==> src/rtl/clock_set_controller.sv <==
// Time-set sequencer for the hh:mm:ss counter: 1 Hz tick prescaler plus two-button edit FSM.
// Optional alarm registers/states are enabled with `define CLOCK_ALARM_EN.
module clock_set_controller #(
   parameter int CLK_HZ    = 50000000,
   parameter int BLINK_DIV = 25000000
) (
   input  logic       clk,
   input  logic       reset,
   input  logic       mode_btn,
   input  logic       inc_btn,
   input  logic [5:0] cur_hours,
   input  logic [5:0] cur_minutes,
   input  logic [5:0] cur_seconds,
   output logic       tick,
   output logic       load,
   output logic [5:0] load_hours,
   output logic [5:0] load_minutes,
   output logic [5:0] load_seconds,
   output logic [1:0] edit_field,
   output logic       blink
`ifdef CLOCK_ALARM_EN
  ,input  logic       alarm_set
  ,output logic       alarm
`endif
);

   localparam int PW = (CLK_HZ > 2) ? $clog2(CLK_HZ) : 1;
   localparam int BW = (BLINK_DIV > 1) ? $clog2(BLINK_DIV) : 1;
   localparam logic [PW-1:0] PRESC_MAX = PW'(CLK_HZ - 1);
   localparam logic [PW-1:0] PRESC_ONE = PW'(1);
   localparam logic [BW-1:0] BLINK_MAX = BW'(BLINK_DIV - 1);
   localparam logic [BW-1:0] BLINK_ONE = BW'(1);

   localparam logic [2:0] RUN   = 3'd0;
   localparam logic [2:0] SET_H = 3'd1;
   localparam logic [2:0] SET_M = 3'd2;
   localparam logic [2:0] SET_S = 3'd3;
   localparam logic [2:0] ALM_H = 3'd4;
   localparam logic [2:0] ALM_M = 3'd5;

   logic [2:0]    state_r, state_nx_s;
   logic [PW-1:0] presc_r;
   logic [BW-1:0] blink_cnt_r;
   logic          tick_r, load_r, blink_r;
   logic [1:0]    edit_field_r;
   logic [5:0]    sh_h_r, sh_m_r, sh_s_r;
   logic [5:0]    sh_h_nx_s, sh_m_nx_s, sh_s_nx_s;
   logic          load_nx_s;
`ifdef CLOCK_ALARM_EN
   logic [5:0]    alm_h_r, alm_m_r, alm_h_nx_s, alm_m_nx_s;
   logic          alarm_r, alarm_nx_s;
`endif

   // Out-of-range values also wrap to 0 so a corrupted field recovers on the next press.
   function automatic logic [5:0] inc_wrap(input logic [5:0] v, input logic [5:0] max);
      if (v >= max) begin
         return 6'd0;
      end else begin
         return v + 6'd1;
      end
   endfunction

   function automatic logic [1:0] field_of(input logic [2:0] st);
      case (st)
         SET_H:   return 2'd1;
         SET_M:   return 2'd2;
         SET_S:   return 2'd3;
         ALM_H:   return 2'd1;
         ALM_M:   return 2'd2;
         default: return 2'd0;
      endcase
   endfunction

   // Next-state, shadow edit and load decision; mode_btn always takes priority over inc_btn.
   always_comb begin
      state_nx_s = state_r;
      sh_h_nx_s  = sh_h_r;
      sh_m_nx_s  = sh_m_r;
      sh_s_nx_s  = sh_s_r;
      load_nx_s  = 1'b0;
`ifdef CLOCK_ALARM_EN
      alm_h_nx_s = alm_h_r;
      alm_m_nx_s = alm_m_r;
      alarm_nx_s = alarm_r;
`endif
      case (state_r)
         RUN: begin
`ifdef CLOCK_ALARM_EN
            if (alarm_r && (mode_btn || inc_btn)) begin
               alarm_nx_s = 1'b0;
            end else if (mode_btn) begin
               state_nx_s = SET_H;
               sh_h_nx_s  = cur_hours;
               sh_m_nx_s  = cur_minutes;
               sh_s_nx_s  = cur_seconds;
            end else if (tick_r && (cur_hours == alm_h_r) && (cur_minutes == alm_m_r)
                         && (cur_seconds == 6'd0)) begin
               alarm_nx_s = 1'b1;
            end else begin
               alarm_nx_s = alarm_r;
            end
`else
            if (mode_btn) begin
               state_nx_s = SET_H;
               sh_h_nx_s  = cur_hours;
               sh_m_nx_s  = cur_minutes;
               sh_s_nx_s  = cur_seconds;
            end else begin
               state_nx_s = RUN;
            end
`endif
         end
         SET_H: begin
            if (mode_btn) begin
               state_nx_s = SET_M;
            end else if (inc_btn) begin
               sh_h_nx_s = inc_wrap(sh_h_r, 6'd23);
            end else begin
               state_nx_s = SET_H;
            end
         end
         SET_M: begin
            if (mode_btn) begin
               state_nx_s = SET_S;
            end else if (inc_btn) begin
               sh_m_nx_s = inc_wrap(sh_m_r, 6'd59);
            end else begin
               state_nx_s = SET_M;
            end
         end
         SET_S: begin
            if (mode_btn) begin
               load_nx_s = 1'b1;
`ifdef CLOCK_ALARM_EN
               state_nx_s = alarm_set ? ALM_H : RUN;
`else
               state_nx_s = RUN;
`endif
            end else if (inc_btn) begin
               sh_s_nx_s = inc_wrap(sh_s_r, 6'd59);
            end else begin
               state_nx_s = SET_S;
            end
         end
`ifdef CLOCK_ALARM_EN
         ALM_H: begin
            if (mode_btn) begin
               state_nx_s = ALM_M;
            end else if (inc_btn) begin
               alm_h_nx_s = inc_wrap(alm_h_r, 6'd23);
            end else begin
               state_nx_s = ALM_H;
            end
         end
         ALM_M: begin
            if (mode_btn) begin
               state_nx_s = RUN;
            end else if (inc_btn) begin
               alm_m_nx_s = inc_wrap(alm_m_r, 6'd59);
            end else begin
               state_nx_s = ALM_M;
            end
         end
`endif
         default: begin
            state_nx_s = RUN;
         end
      endcase
   end

   // State, shadow registers and registered strobes.
   always_ff @(posedge clk or posedge reset) begin
      if (reset) begin
         state_r      <= RUN;
         sh_h_r       <= 6'd0;
         sh_m_r       <= 6'd0;
         sh_s_r       <= 6'd0;
         load_r       <= 1'b0;
         edit_field_r <= 2'd0;
      end else begin
         state_r      <= state_nx_s;
         sh_h_r       <= sh_h_nx_s;
         sh_m_r       <= sh_m_nx_s;
         sh_s_r       <= sh_s_nx_s;
         load_r       <= load_nx_s;
         edit_field_r <= field_of(state_nx_s);
      end
   end

   // Prescaler runs only while staying in RUN, so it restarts from 0 after a load.
   always_ff @(posedge clk or posedge reset) begin
      if (reset) begin
         presc_r <= {PW{1'b0}};
         tick_r  <= 1'b0;
      end else if ((state_r != RUN) || (state_nx_s != RUN)) begin
         presc_r <= {PW{1'b0}};
         tick_r  <= 1'b0;
      end else if (presc_r == PRESC_MAX) begin
         presc_r <= {PW{1'b0}};
         tick_r  <= 1'b1;
      end else begin
         presc_r <= presc_r + PRESC_ONE;
         tick_r  <= 1'b0;
      end
   end

   // Blink half-period counter; restarts at 0 on entering set mode and in RUN.
   always_ff @(posedge clk or posedge reset) begin
      if (reset) begin
         blink_cnt_r <= {BW{1'b0}};
         blink_r     <= 1'b0;
      end else if ((state_nx_s == RUN) || (state_r == RUN)) begin
         blink_cnt_r <= {BW{1'b0}};
         blink_r     <= 1'b0;
      end else if (blink_cnt_r == BLINK_MAX) begin
         blink_cnt_r <= {BW{1'b0}};
         blink_r     <= ~blink_r;
      end else begin
         blink_cnt_r <= blink_cnt_r + BLINK_ONE;
         blink_r     <= blink_r;
      end
   end

`ifdef CLOCK_ALARM_EN
   // Alarm time registers and latched alarm flag.
   always_ff @(posedge clk or posedge reset) begin
      if (reset) begin
         alm_h_r <= 6'd0;
         alm_m_r <= 6'd0;
         alarm_r <= 1'b0;
      end else begin
         alm_h_r <= alm_h_nx_s;
         alm_m_r <= alm_m_nx_s;
         alarm_r <= alarm_nx_s;
      end
   end

   assign alarm = alarm_r;
`endif

   assign tick         = tick_r;
   assign load         = load_r;
   assign load_hours   = sh_h_r;
   assign load_minutes = sh_m_r;
   assign load_seconds = sh_s_r;
   assign edit_field   = edit_field_r;
   assign blink        = blink_r;

endmodule

==> config.mk <==
export PLATFORM = sky130hd
export DESIGN_NAME = clock_set_controller
export DESIGN_NICKNAME = d
export VERILOG_FILES = /design/src/rtl/clock_set_controller.sv
export SDC_FILE = /design/constraint.sdc
export NUM_CORES = 1
export LEC_CHECK = 0
export ABC_AREA = 1
export CORE_MARGIN = 2
export CORE_UTILIZATION = 58
export CTS_CLUSTER_DIAMETER = 150
export DETAILED_ROUTE_END_ITERATION = 16
export GPL_TIMING_DRIVEN = 0
export PLACE_DENSITY = 0.81
export SETUP_SLACK_MARGIN = 0.15
export SLEW_MARGIN = 0
export SYNTH_ARGS = -nofsm -noshare
export SYNTH_HDL_FRONTEND = slang
export SYNTH_SLANG_ARGS = --single-unit
==> constraint.sdc <==
create_clock -name clk -period 3.7 [get_ports clk]
set_clock_uncertainty 0.15 [all_clocks]
set_input_delay 0.74 -clock clk [delete_from_list [all_inputs] [get_ports clk]]
set_output_delay 0.74 -clock clk [all_outputs]
set_load 0.05 [all_outputs]
==> run_results.csv, run 1 <==
group,metric,value,unit
drt,initialDrtViolationCount,246,
finish,final_area,0.00535,mm²
setup_path,required,2.81,ns
yosys,syn_area,0.00454,mm²
drt,via_count,4275,
timing,finalSetupTns,0,ns
finish,syn2layout_area_growth,17.8,%
power_and_ir_drop,p_leak,2.30,nW
yosys,synth_cell_types,30,
timing,drv_slew,0,
placed_design,dp_hpwl,7.96,mm
drt,firstDrtPassIters,5,
setup_path,critical-path-max-stage-delay,0.85,ns
clock_network,post_cts_buffers,0,
clock_network,cts-resized-gates,0,
placed_design,dpl.cell_count,795,
yosys,synth_edf_count,0,
setup_path,cp.arrival,1.67,ns
timing,min_period,2.56,ns
finish,instances_no_fill,811,
clock_network,clk_latency,0.36,ns
setup_path,cp_max_fo,6,
setup_path,crit_chain,"clkdlybuf4s50_1",
finish,multi_input_comb_area,0.00234,mm²
placed_design,port_buffers,44,
setup_path,crit_family,"buffers and inverters",
min_path,hold_class,"flip-flop to flip-flop",
yosys,netlist_instances,648,
timing,setup_violations,0,
clock_network,cts_root_buffer,"clkbuf_8",
power_and_ir_drop,totalPowerFinal,2.16,mW
finish,antennaDiodeCount,0,
yosys,synth_seq_cells,77,
grt,grt_overflow_total,0,
setup_path,slowest_stage,"clkdlybuf4s50_1",
grt,grt_max_degree,62,
die,std_cell_rows,32,
power_and_ir_drop,irDropWorstVdd,0.261,mV
drt,final_antenna_net_count,0,
yosys,syn_area_per_cell,7.00,µm²
placed_design,gp_congestion,0.934,
finish,fillers,629,
die,pin_count,45,
drt,post_drt_via_cell_ratio,5.27,
grt,antenna_found_initial,0,
timing,worst_slew_pin_slew,0.520,ns
power_and_ir_drop,power_density,403,mW/mm²
clock_network,cts_tree,"built",
timing,hold_violations,0,
finish,area.sequential,0.00193,mm²
finish,final_common_cell,"nand2_1",
timing,holdWs,0.323,ns
die,dieArea,0.00855,mm²
grt,grt_pass1_wl,18.2,mm
placed_design,dp_slack,1.16,ns
setup_path,worstSetupStartpointType,"flip-flop",
timing,finalCritPeriodShare,69.1,%
finish,final_cell_mix,"nand2_1 (177), nor2_1 (150), dfrtp_1 (77)",
clock_network,clk_path_buf_depth,2,
drt,drt_wl_total,10.7,mm
drt,drc,0,
timing,max_slew_margin,65.3,%
die,dieHeight,92.4,µm
finish,layout-drive-gt1-share,7.48,%
clock_network,cts_made_buffers,9,
die,initial_core_util,59.3,%
yosys,yosys_warnings,0,
die,die_w,92.4,µm
clock_network,cts_sinks,77,
grt,track_usage,26.6,%
timing,rsz0062_at_grt,"false",
setup_path,cp.buffers_inverters,1,
setup_path,path_class,"flip-flop to output pin",
clock_network,clk_pin_slew_worst_paths,0.08,ns
clock_network,cts_hold_buffers,0,
placed_design,place_area,0.00513,mm²
grt,grt_pass1_vias,4057,
yosys,ys_seq_area_share,42.5,%
drt,detail_route.wl_per_cell,13.2,µm
timing,fmax,0.391,GHz
setup_path,endpoint_kind,"output pin",
finish,layout.nets,731,
finish,fin_util,69.9,%
clock_network,htree_levels,3,
timing,fin_ws,1.14,ns
yosys,synth_nets,675,
flow_run,cap_violations,0,
outcome,status,"complete, no violations",
yosys,synth_flop_cell,"dfrtp_1",
die,core,0.00765,mm²
yosys,async_flop_share,100,%
path summary, 6_finish.rpt:
check                                from              to  slack [ns]  depth (start not counted)
max in group asynchronous           reset  blink_cnt_r[2]        2.30                          3
min                            presc_r[0]      presc_r[0]        0.32                          1
max reg2reg                blink_cnt_r[0]  blink_cnt_r[3]        1.65                          9
max                         load_hours[0]   load_hours[0]        1.14                          1
min reg2reg                    presc_r[0]      presc_r[0]        0.32                          1
min in group asynchronous           reset   load_hours[3]        0.52                          2
flip-flops by register name, indices dropped and copies added (netlist names):
register and cells:
blink_cnt_r 25, blink 1, state_r 3, load 1
load_seconds 6, load_minutes 6, load_hours 6, tick 1
presc_r 26, edit_field 2
where the power goes:
part / internal [mW] / total [mW] / switching [mW]
Sequential: 0.893 / 0.964 / 0.0713
Clock: 0.366 / 0.678 / 0.312
Combinational: 0.174 / 0.512 / 0.338
logic make-up (layout without fill, tap and decap cells):
family                     Yosys count  after routing  share of synthesized area (%)
AOI/OAI and AO/OA                   45             45                           5.43
xor gates and xnor gates            24             24                           4.63
adders and majority gates            5              5                           1.38
buffers and inverters               70            131                           5.98
DFF                                 77             77                           42.5
other                                1              1                         0.0827
and+or+nand+nor                    426            426                           40.0
cells in the mapped netlist (all sizes together), types with 2 or more instances:
cell type / count / area [µm²]
nand3b: 3 / 22.5
xnor2: 7 / 61.3
o21ai: 19 / 98.9
buf: 2 / 16.3
dfrtp: 77 / 1930
nand4: 7 / 43.8
nand2: 184 / 713
nor2: 168 / 696
nand3: 56 / 290
inv: 67 / 251
nor3: 5 / 30.0
ha: 5 / 62.6
xor2: 17 / 149
or2: 2 / 12.5
o21bai: 5 / 37.5
a21oi: 19 / 95.1
final cells by class:
cell class / instances / area share (%)
clock inverter: 3 / 0.796
buffer: 3 / 0.374
sequential: 77 / 36.0
timing repair buffer: 45 / 8.75
inverter: 67 / 4.75
tap: 102 / 2.39
clock buffer: 13 / 3.16
multi-input combinational: 501 / 43.7
per-layer routing:
| metal | track usage, % | part of all wire (%) | vias to the layer above |
|---|---|---|---|
| met1 | 35.2 | 44 | 1984 |
| met3 | 5.53 | 5.8 | 16 |
| met2 | 43.9 | 49 | 138 |
| met5 | 0 | 0 | - |
| met4 | 8.71 | 1.1 | 0 |
| li1 | - | - | 2137 |
(Power assumes the default switching activity.)
==> run 2: changes to the inputs <==
==> constraint.sdc (replaced) <==
create_clock -name clk -period 2.6 [get_ports clk]
set_clock_uncertainty 0.15 [all_clocks]
set_input_delay 0.52 -clock clk [delete_from_list [all_inputs] [get_ports clk]]
set_output_delay 0.52 -clock clk [all_outputs]
set_load 0.05 [all_outputs]
==> run_results.csv, run 2 (synthesis results as in run 1) <==
group,metric,value,unit
grt,grt_pass1_vias,3896,
die,dieArea,0.00855,mm²
timing,finalSetupTns,0,ns
drt,drt_wl_total,10.2,mm
clock_network,cts_hold_buffers,0,
setup_path,cp.arrival,1.67,ns
finish,layout.nets,731,
setup_path,crit_family,"buffers and inverters",
finish,largest_register_ffs,26,
timing,min_period,2.34,ns
placed_design,dpl.cell_count,795,
timing,finalCritPeriodShare,90.1,%
drt,via_count,4172,
setup_path,required,1.93,ns
setup_path,path_class,"flip-flop to output pin",
clock_network,clk_path_buf_depth,2,
power_and_ir_drop,power_frac_seq,46.4,%
finish,reg_top3,"presc_r: 26 flops, blink_cnt_r: 25 flops",
die,pin_count,45,
power_and_ir_drop,irDropWorstVdd,0.426,mV
finish,syn2layout_area_growth,17.0,%
setup_path,critical-path-max-stage-delay,0.86,ns
power_and_ir_drop,intPower,1.88,mW
drt,final_antenna_net_count,0,
finish,final_common_cell,"nand2_1",
die,std_cell_rows,32,
finish,layout-drive-gt1-share,7.62,%
clock_network,cts_made_buffers,9,
setup_path,slowest_stage,"clkdlybuf4s50_1",
power_and_ir_drop,p_switching,1.08,mW
clock_network,clk_pin_slew_worst_paths,0.09,ns
placed_design,port_buffers,44,
flow_run,cap_violations,0,
power_and_ir_drop,combPwrFrac,24.5,%
timing,fmax,0.427,GHz
placed_design,dp_hpwl,7.72,mm
setup_path,worstSetupStartpointType,"flip-flop",
drt,detail_route.wl_per_cell,12.5,µm
setup_path,endpoint_kind,"output pin",
drt,firstDrtPassIters,9,
grt,met1_usage,35.9,%
clock_network,cts_root_buffer,"clkbuf_8",
setup_path,cp_max_fo,6,
power_and_ir_drop,clkPwrFrac,29.1,%
finish,instances_no_fill,811,
drt,initialDrtViolationCount,240,
grt,grt_overflow_total,0,
timing,worst_slew_pin_slew,0.769,ns
grt,grt.busiest_layer,"met2",
timing,setup_violations,0,
power_and_ir_drop,power_density,556,mW/mm²
placed_design,gp_congestion,0.897,
finish,fin_util,69.4,%
grt,antenna_found_initial,0,
clock_network,htree_levels,3,
clock_network,cts_tree,"built",
min_path,hold_class,"flip-flop to flip-flop",
drt,drc,0,
grt,grt_max_degree,44,
clock_network,clk_latency,0.36,ns
power_and_ir_drop,sw_frac_of_total,36.4,%
die,dieHeight,92.4,µm
timing,rsz0062_at_grt,"false",
die,core,0.00765,mm²
die,initial_core_util,59.3,%
grt,use_met2,41.7,%
grt,grt_pass1_wl,17.8,mm
timing,max_slew_margin,48.6,%
finish,regMostFlops,"presc_r",
setup_path,crit_chain,"clkdlybuf4s50_1",
setup_path,reg2reg_slack,0.56,ns
clock_network,cts-resized-gates,0,
grt,track_usage,25.9,%
finish,antennaDiodeCount,0,
die,die_w,92.4,µm
timing,hold_violations,0,
power_and_ir_drop,p_leak,2.27,nW
drt,post_drt_via_cell_ratio,5.14,
clock_network,cts_sinks,77,
setup_path,cp.buffers_inverters,1,
clock_network,post_cts_buffers,0,
grt,met3_usage,4.64,%
finish,final_cell_mix,"nand2_1 (177), nor2_1 (150), dfrtp_1 (77)",
timing,drv_slew,0,
outcome,status,"complete, no violations",
[run 2: metrics by stage]
stage | worst slack, ns | total power, mW | hold WS [ns] | area [µm²]
2_1_floorplan | 0.812 | 1.86 | 0.283 | 4540
3_3_place_gp | 0.162 | 2.10 | 0.297 | 5110
3_5_place_dp | 0.268 | 2.12 | 0.304 | 5130
4_1_cts | 0.241 | 2.98 | 0.316 | 5310
5_1_grt | 0.198 | 3.09 | 0.333 | 5310
6_report | 0.257 | 2.95 | 0.318 | 5310
[run 2: area by class of cell]
| class | instances | area [µm²] |
|---|---|---|
| multi-input combinational | 501 | 2340 |
| fill | 624 | 2340 |
| sequential | 77 | 1930 |
| timing repair buffer | 45 | 460 |
| inverter | 67 | 255 |
| tap | 102 | 128 |
| clock buffer | 9 | 124 |
| clock inverter | 7 | 57.6 |
| buffer | 3 | 20.0 |
[run 2: routing by layer]
metal,vias to the layer above,wire length [µm]
li1,2138,-
met1,1901,4780
met2,113,4790
met3,20,460
met4,0,140
met5,-,0
[run 2: power groups by stage]
stage	clock (mW)	sequential [mW]	combinational, mW
2_1_floorplan	0	1.61	0.250
3_3_place_gp	0	1.39	0.707
3_5_place_dp	0	1.39	0.726
4_1_cts	0.878	1.37	0.730
5_1_grt	0.922	1.39	0.782
6_report	0.859	1.37	0.724
[run 2: final timing paths]
path,end,cells past startpoint,from
worst min register to register,presc_r[0],1,presc_r[0]
max in group asynchronous,presc_r[17],3,reset
worst min-delay path,presc_r[0],1,presc_r[0]
worst max register to register,blink_cnt_r[13],9,blink_cnt_r[0]
worst max-delay path,load_hours[0],1,load_hours[0]
min in group asynchronous,load_hours[0],2,reset
